File: config.mk
export PLATFORM = sky130hd
export DESIGN_NAME = inst_prefetch
export DESIGN_NICKNAME = d
export VERILOG_FILES = /design/src/rtl/inst_prefetch.sv
export SDC_FILE = /design/constraint.sdc
export NUM_CORES = 1
export LEC_CHECK = 0
export BUFFER_PORTS_ARGS = -buffer_cell sky130_fd_sc_hd__buf_2
export CAP_MARGIN = 20
export CORE_MARGIN = 2
export CORE_UTILIZATION = 45
export CTS_BUF_LIST = sky130_fd_sc_hd__clkbuf_16
export CTS_CLUSTER_DIAMETER = 100
export DETAILED_ROUTE_END_ITERATION = 6
export GPL_TIMING_DRIVEN = 1
export PLACE_DENSITY = 0.63
export SKIP_CTS_REPAIR_TIMING = 1
export SLEW_MARGIN = 20
export SYNTH_ARGS = -nofsm -noshare
export SYNTH_HDL_FRONTEND = slang
export SYNTH_SLANG_ARGS = --single-unit
export TNS_END_PERCENT = 1
File: constraint.sdc
create_clock -name clk -period 4.95 [get_ports clk]
set_clock_uncertainty 0.15 [all_clocks]
set_input_delay 0.2475 -clock clk [delete_from_list [all_inputs] [get_ports clk]]
set_output_delay 0.2475 -clock clk [all_outputs]
set_load 0.1 [all_outputs]
File: src/rtl/inst_prefetch.sv
// Instruction prefetch unit: issues sram-like fetches from a running PC and buffers
// returned words in a small queue toward decode, with redirect flush and stale-response discard.
module inst_prefetch #(
  parameter logic [31:0] START_ADDR = 32'hBFC00000,
  parameter int          DEPTH      = 4,
  parameter int          MAX_OUT    = 2
) (
  input  logic        clk,
  input  logic        resetn,
  input  logic        exc_valid,
  input  logic [31:0] exc_pc,
  input  logic        jbr_taken,
  input  logic [31:0] jbr_target,
  output logic        inst_req,
  output logic [31:0] inst_addr,
  input  logic        inst_addr_ok,
  input  logic        inst_data_ok,
  input  logic [31:0] inst_rdata,
  output logic        out_valid,
  output logic [31:0] out_pc,
  output logic [31:0] out_inst,
  output logic        out_addr_exc,
  input  logic        out_ready
);
  localparam int AW = $clog2(DEPTH);
  localparam int OW = $clog2(MAX_OUT + 1);
  localparam int IW = (MAX_OUT > 1) ? $clog2(MAX_OUT) : 1;
  localparam int SW = ((AW + 1 > OW) ? AW + 1 : OW) + 1;

  localparam logic [AW:0]   DEPTH_C = (AW + 1)'(DEPTH);
  localparam logic [SW-1:0] DEPTH_S = SW'(DEPTH);
  localparam logic [OW-1:0] MAXO_C  = OW'(MAX_OUT);
  localparam logic [OW-1:0] O_ONE   = OW'(1);
  localparam logic [AW:0]   C_ONE   = (AW + 1)'(1);
  localparam logic [AW-1:0] P_ONE   = AW'(1);

  // Issued-PC ring has MAX_OUT entries, which need not be a power of two.
  function automatic logic [IW-1:0] ipc_inc(input logic [IW-1:0] p);
    if (p == IW'(MAX_OUT - 1)) return '0;
    return p + IW'(1);
  endfunction

  logic [31:0]   pc_q, pc_d;
  logic [AW:0]   count_q, count_d;
  logic [AW-1:0] wr_q, wr_d, rd_q, rd_d;
  logic [OW-1:0] outst_q, outst_d, disc_q, disc_d;
  logic          halt_q, halt_d;
  logic [IW-1:0] iwr_q, iwr_d, ird_q, ird_d;

  logic [31:0] q_pc   [DEPTH];
  logic [31:0] q_inst [DEPTH];
  logic        q_exc  [DEPTH];
  logic [31:0] ipc    [MAX_OUT];

  logic          redirect;
  logic [31:0]   target;
  logic [OW-1:0] live;
  logic          accept, resp, resp_push, mis_push, push, pop;
  logic [31:0]   push_pc, push_inst;
  logic          push_exc;

  always_comb begin
    redirect  = exc_valid | jbr_taken;
    target    = exc_valid ? exc_pc : jbr_target;
    live      = outst_q - disc_q;
    inst_req  = resetn && !redirect && !halt_q && (pc_q[1:0] == 2'b00) &&
                (live < MAXO_C) && (outst_q < MAXO_C) &&
                ((SW'(count_q) + SW'(live)) < DEPTH_S);
    accept    = inst_req & inst_addr_ok;
    resp      = inst_data_ok & (outst_q != '0);
    resp_push = resp & (disc_q == '0) & !redirect;
    // Misaligned fetch turns into a poisoned queue entry instead of a bus request.
    mis_push  = resetn & !redirect & !halt_q & (pc_q[1:0] != 2'b00) &
                (count_q < DEPTH_C) & !resp_push;
    push      = resp_push | mis_push;
    pop       = out_valid & out_ready & !redirect;
    push_pc   = resp_push ? ipc[ird_q] : pc_q;
    push_inst = resp_push ? inst_rdata : 32'h0;
    push_exc  = !resp_push;

    pc_d    = pc_q;
    count_d = count_q;
    wr_d    = wr_q;
    rd_d    = rd_q;
    outst_d = outst_q;
    disc_d  = disc_q;
    halt_d  = halt_q;
    iwr_d   = iwr_q;
    ird_d   = ird_q;

    if (accept) begin
      pc_d    = pc_q + 32'd4;
      outst_d = outst_d + O_ONE;
      iwr_d   = ipc_inc(iwr_q);
    end
    if (resp) begin
      outst_d = outst_d - O_ONE;
      ird_d   = ipc_inc(ird_q);
      if (disc_q != '0) disc_d = disc_q - O_ONE;
    end
    if (push) begin
      wr_d    = wr_q + P_ONE;
      count_d = count_d + C_ONE;
    end
    if (pop) begin
      rd_d    = rd_q + P_ONE;
      count_d = count_d - C_ONE;
    end
    if (mis_push) halt_d = 1'b1;
    // Everything still in flight after this cycle's updates belongs to the old path.
    if (redirect) begin
      pc_d    = target;
      count_d = '0;
      wr_d    = '0;
      rd_d    = '0;
      halt_d  = 1'b0;
      disc_d  = outst_d;
    end
  end

  always_ff @(posedge clk) begin
    if (!resetn) begin
      pc_q    <= START_ADDR;
      count_q <= '0;
      wr_q    <= '0;
      rd_q    <= '0;
      outst_q <= '0;
      disc_q  <= '0;
      halt_q  <= 1'b0;
      iwr_q   <= '0;
      ird_q   <= '0;
    end else begin
      pc_q    <= pc_d;
      count_q <= count_d;
      wr_q    <= wr_d;
      rd_q    <= rd_d;
      outst_q <= outst_d;
      disc_q  <= disc_d;
      halt_q  <= halt_d;
      iwr_q   <= iwr_d;
      ird_q   <= ird_d;
    end
  end

  always_ff @(posedge clk) begin
    if (push) begin
      q_pc[wr_q]   <= push_pc;
      q_inst[wr_q] <= push_inst;
      q_exc[wr_q]  <= push_exc;
    end
    if (accept) ipc[iwr_q] <= pc_q;
  end

  assign inst_addr    = pc_q;
  assign out_valid    = resetn & (count_q != '0);
  assign out_pc       = q_pc[rd_q];
  assign out_inst     = q_inst[rd_q];
  assign out_addr_exc = q_exc[rd_q];
endmodule
==> qor.yml <==
rsz0062_at_grt: "false"
synthDistinctLibCells: 64
stdcell_area_sq_um: 18900
worst_pin_slew_ps: 1140
drt_pass1_iterations: 5
syn_to_final_growth_pct: 23.0
power.net_switching_mw: 2.03
clk_pin_slew_worst_paths_ps: 60
synth_area_leaders: "edfxtp_1 63%, mux4_2 9.5%, dfxtp_1 6.4%, mux2i_1 3.0%, and2_1 1.5%"
cp-end-kind: "register"
critPathArrivalTime_ps: 4310
dp_cells: 1552
ys_warn_count: 0
seq_power_share_pct: 48.8
clk_latency_ps: 520
synth-main-ff-cell: "edfxtp_1"
die_y_um: 189
min_from: "exc_pc[30]"
grt_pass1_vias: 8826
leakage_nw: 6.47
grt_pass1_wl_um: 52100
setup_tns_ps: 0
status: "complete, but fails checks"
critPathKind: "register to register"
syn_inst: 946
synth-seq-cells: 373
drc: 0
hpwl_um: 21400
clockBufferDepth: 3
core_sq_um: 33600
antenna-diode-count: 0
slew_headroom_pct: 23.5
vias_per_cell: 5.44
numCtsBuffers: 40
io_buffers: 201
htree_levels: 2
p_clk_share_pct: 36.9
grt_use_total_pct: 19.2
grt_overflow: 0
vias: 9261
hold_slack_ps: -23.2
avgSynthCellArea_sq_um: 16.3
seq_area_frac_synth_pct: 69.6
final_cells: 1702
required_ps: 5200
max_freq_mhz: 246
r2r_slack_ps: 890
final_antenna_net_count: 0
ioPinCount: 202
yosysTopAreaCellShare_pct: 63.2
wl_per_cell_um: 20.7
rr_worst_depth: 12
hold_end: "inst_addr[30]$_SDFFE_PN0P_"
p_int_mw: 5.48
r2r_start: "outst_q[0]$_SDFF_PN0_"
hold_path_class: "input port to register"
start_kind: "register"
fin_nets: 1339
hold_viol: 5
yosys-top-cells-count: "324 x edfxtp_1, 65 x mux4_2, 58 x nand2_1"
setup_violations: 0
start_util_pct: 45.8
async_flop_share_pct: 0
die_area_sq_um: 35700
gp_congestion: 0.823
crit_path_max_fanout: 15
combPwrFrac_pct: 14.3
hold_depth: 3
preCtsSetupSlack_ps: 1430
violations: "negative hold slack"
swShare_pct: 27.1
fin_crit_sh_pct: 82.0
syn-cell-area_sq_um: 15400
grt_start_max_net_pins: 71
drive_above_1_share_pct: 28.9
die_x_um: 189
synth-edff-count: 324
synth_most_common_cell: "edfxtp_1"
cts_tree: "built"
syn-num-nets: 1061
numClockSinks: 373
first_iter_violations: 729
yosysTopAreaCell: "edfxtp_1"
power_density_nw_per_um2: 397
postPlaceCellArea_sq_um: 16900
final.min_clock_period_ps: 4060
fin_ws_ps: 892
cts-root-buf: "clkbuf_16"
antenna_found_initial: 0
peakVddDrop_uv: 201
finalMaxSlewViolations: 0
reg2reg_to: "inst_addr[24]$_SDFFE_PN1P_"
max_cap_viol_count: 0
wl_um: 35200
row_count: 67
-- sequential cells by signal, summed over array words and instances, names as in the netlist, named ones only --
| name | flops |
|---|---|
| ipc | 64 |
| inst_addr | 32 |
| disc_q | 2 |
| count_q | 3 |
| wr_q | 2 |
| q_exc | 4 |
| outst_q | 2 |
| halt_q | 1 |
| ird_q | 1 |
| q_pc | 128 |
| iwr_q | 1 |
| rd_q | 2 |
| q_inst | 128 |
-- final cells by class --
type / count / area [sq um]
clock buffer: 41 / 1030
clock inverter: 31 / 203
fill: 2721 / 14700
inverter: 21 / 80.1
multi-input combinational: 495 / 4400
sequential: 373 / 10700
tap: 448 / 561
timing repair buffer: 293 / 1940
-- per-layer routing --
layer	up-vias	part of all wire [%]	global-route usage [%]
met5	-	0	0
met4	0	1.9	5.05
met3	53	6.1	3.60
met2	316	48	31.4
met1	4612	44	26.8
li1	4280	-	-
-- worst max path at each step --
stage                                       to                      start  cells past startpoint
CTS                 inst_addr[31]$_SDFFE_PN1P_      outst_q[0]$_SDFF_PN0_                     11
floorplan                   q_exc[0]$_DFFE_PP_  inst_addr[1]$_SDFFE_PN0P_                      4
global placement    inst_addr[31]$_SDFFE_PN1P_      outst_q[0]$_SDFF_PN0_                     11
detailed placement  inst_addr[31]$_SDFFE_PN1P_      outst_q[0]$_SDFF_PN0_                     11
finish              inst_addr[24]$_SDFFE_PN1P_      outst_q[0]$_SDFF_PN0_                     12
global route        inst_addr[24]$_SDFFE_PN1P_      outst_q[0]$_SDFF_PN0_                     12
-- layout by cell type, fill, tap and decap left out, drive strengths merged, types with 4 or more instances in the layout --
cell         netlist  layout
edfxtp           324     324
buf               21     215
dlygate4sd3        0      78
mux4              65      65
nand2             58      58
dfxtp             49      49
mux2i             46      46
o21ai             45      45
clkbuf            36      41
and2              38      38
nor2              33      33
inv               21      31
a21oi             25      25
nor3              16      16
nand3             16      16
a22oi             15      15
xnor2             15      15
clkinv             0      15
nand4             13      13
ha                12      12
nor4              12      12
and3               8       8
and4               7       7
nor2b              7       7
a211oi             5       5
o22ai              5       5
a221oi             5       5
o211ai             5       5
xor2               4       4
o31ai              4       4
a31oi              4       4
clkinvlp           0       4
nor3b              4       4
-- critical path, stage by stage (launching register included) --
cell and delay, ps:
dfxtp_1 380, inv_1 100, ha_1 230, xnor2_2 250, xnor2_1 110, ha_1 210
nor4_4 300, nand4_2 430, buf_4 360, or3_1 400, xnor2_1 140, a221o_1 300
dlygate4sd3_1 560
-- stage by stage --
step           util (%)  total power, mW
6_report           56.3             7.51
5_1_grt            56.3             7.77
4_1_cts            54.0             7.52
3_5_place_dp       50.3             4.75
3_3_place_gp       50.3             4.74
2_1_floorplan         -             4.50
-- logic make-up (layout without fill, tap and decap cells) --
group                      count (synthesis)  count (layout)  share of synthesized area [%]
muxes                                    112             112                           12.6
buffers and inverters                     78             386                           2.11
adders and majority gates                 12              12                          0.976
DFF                                      373             373                           69.6
AOI/OAI and AO/OA                        129             129                           5.41
and+or+nand+nor                          222             222                           8.05
xor gates and xnor gates                  20              20                           1.28
-- power by group through the flow --
| stage | Sequential [mW] | Clock [mW] | Combinational, mW |
|---|---|---|---|
| global placement | 3.73 | 0 | 1.01 |
| finish | 3.66 | 2.78 | 1.07 |
| detailed placement | 3.73 | 0 | 1.02 |
| CTS | 3.67 | 2.83 | 1.02 |
| global route | 3.68 | 2.95 | 1.14 |
| floorplan | 3.78 | 0 | 0.721 |
(Power assumes the default switching activity.)
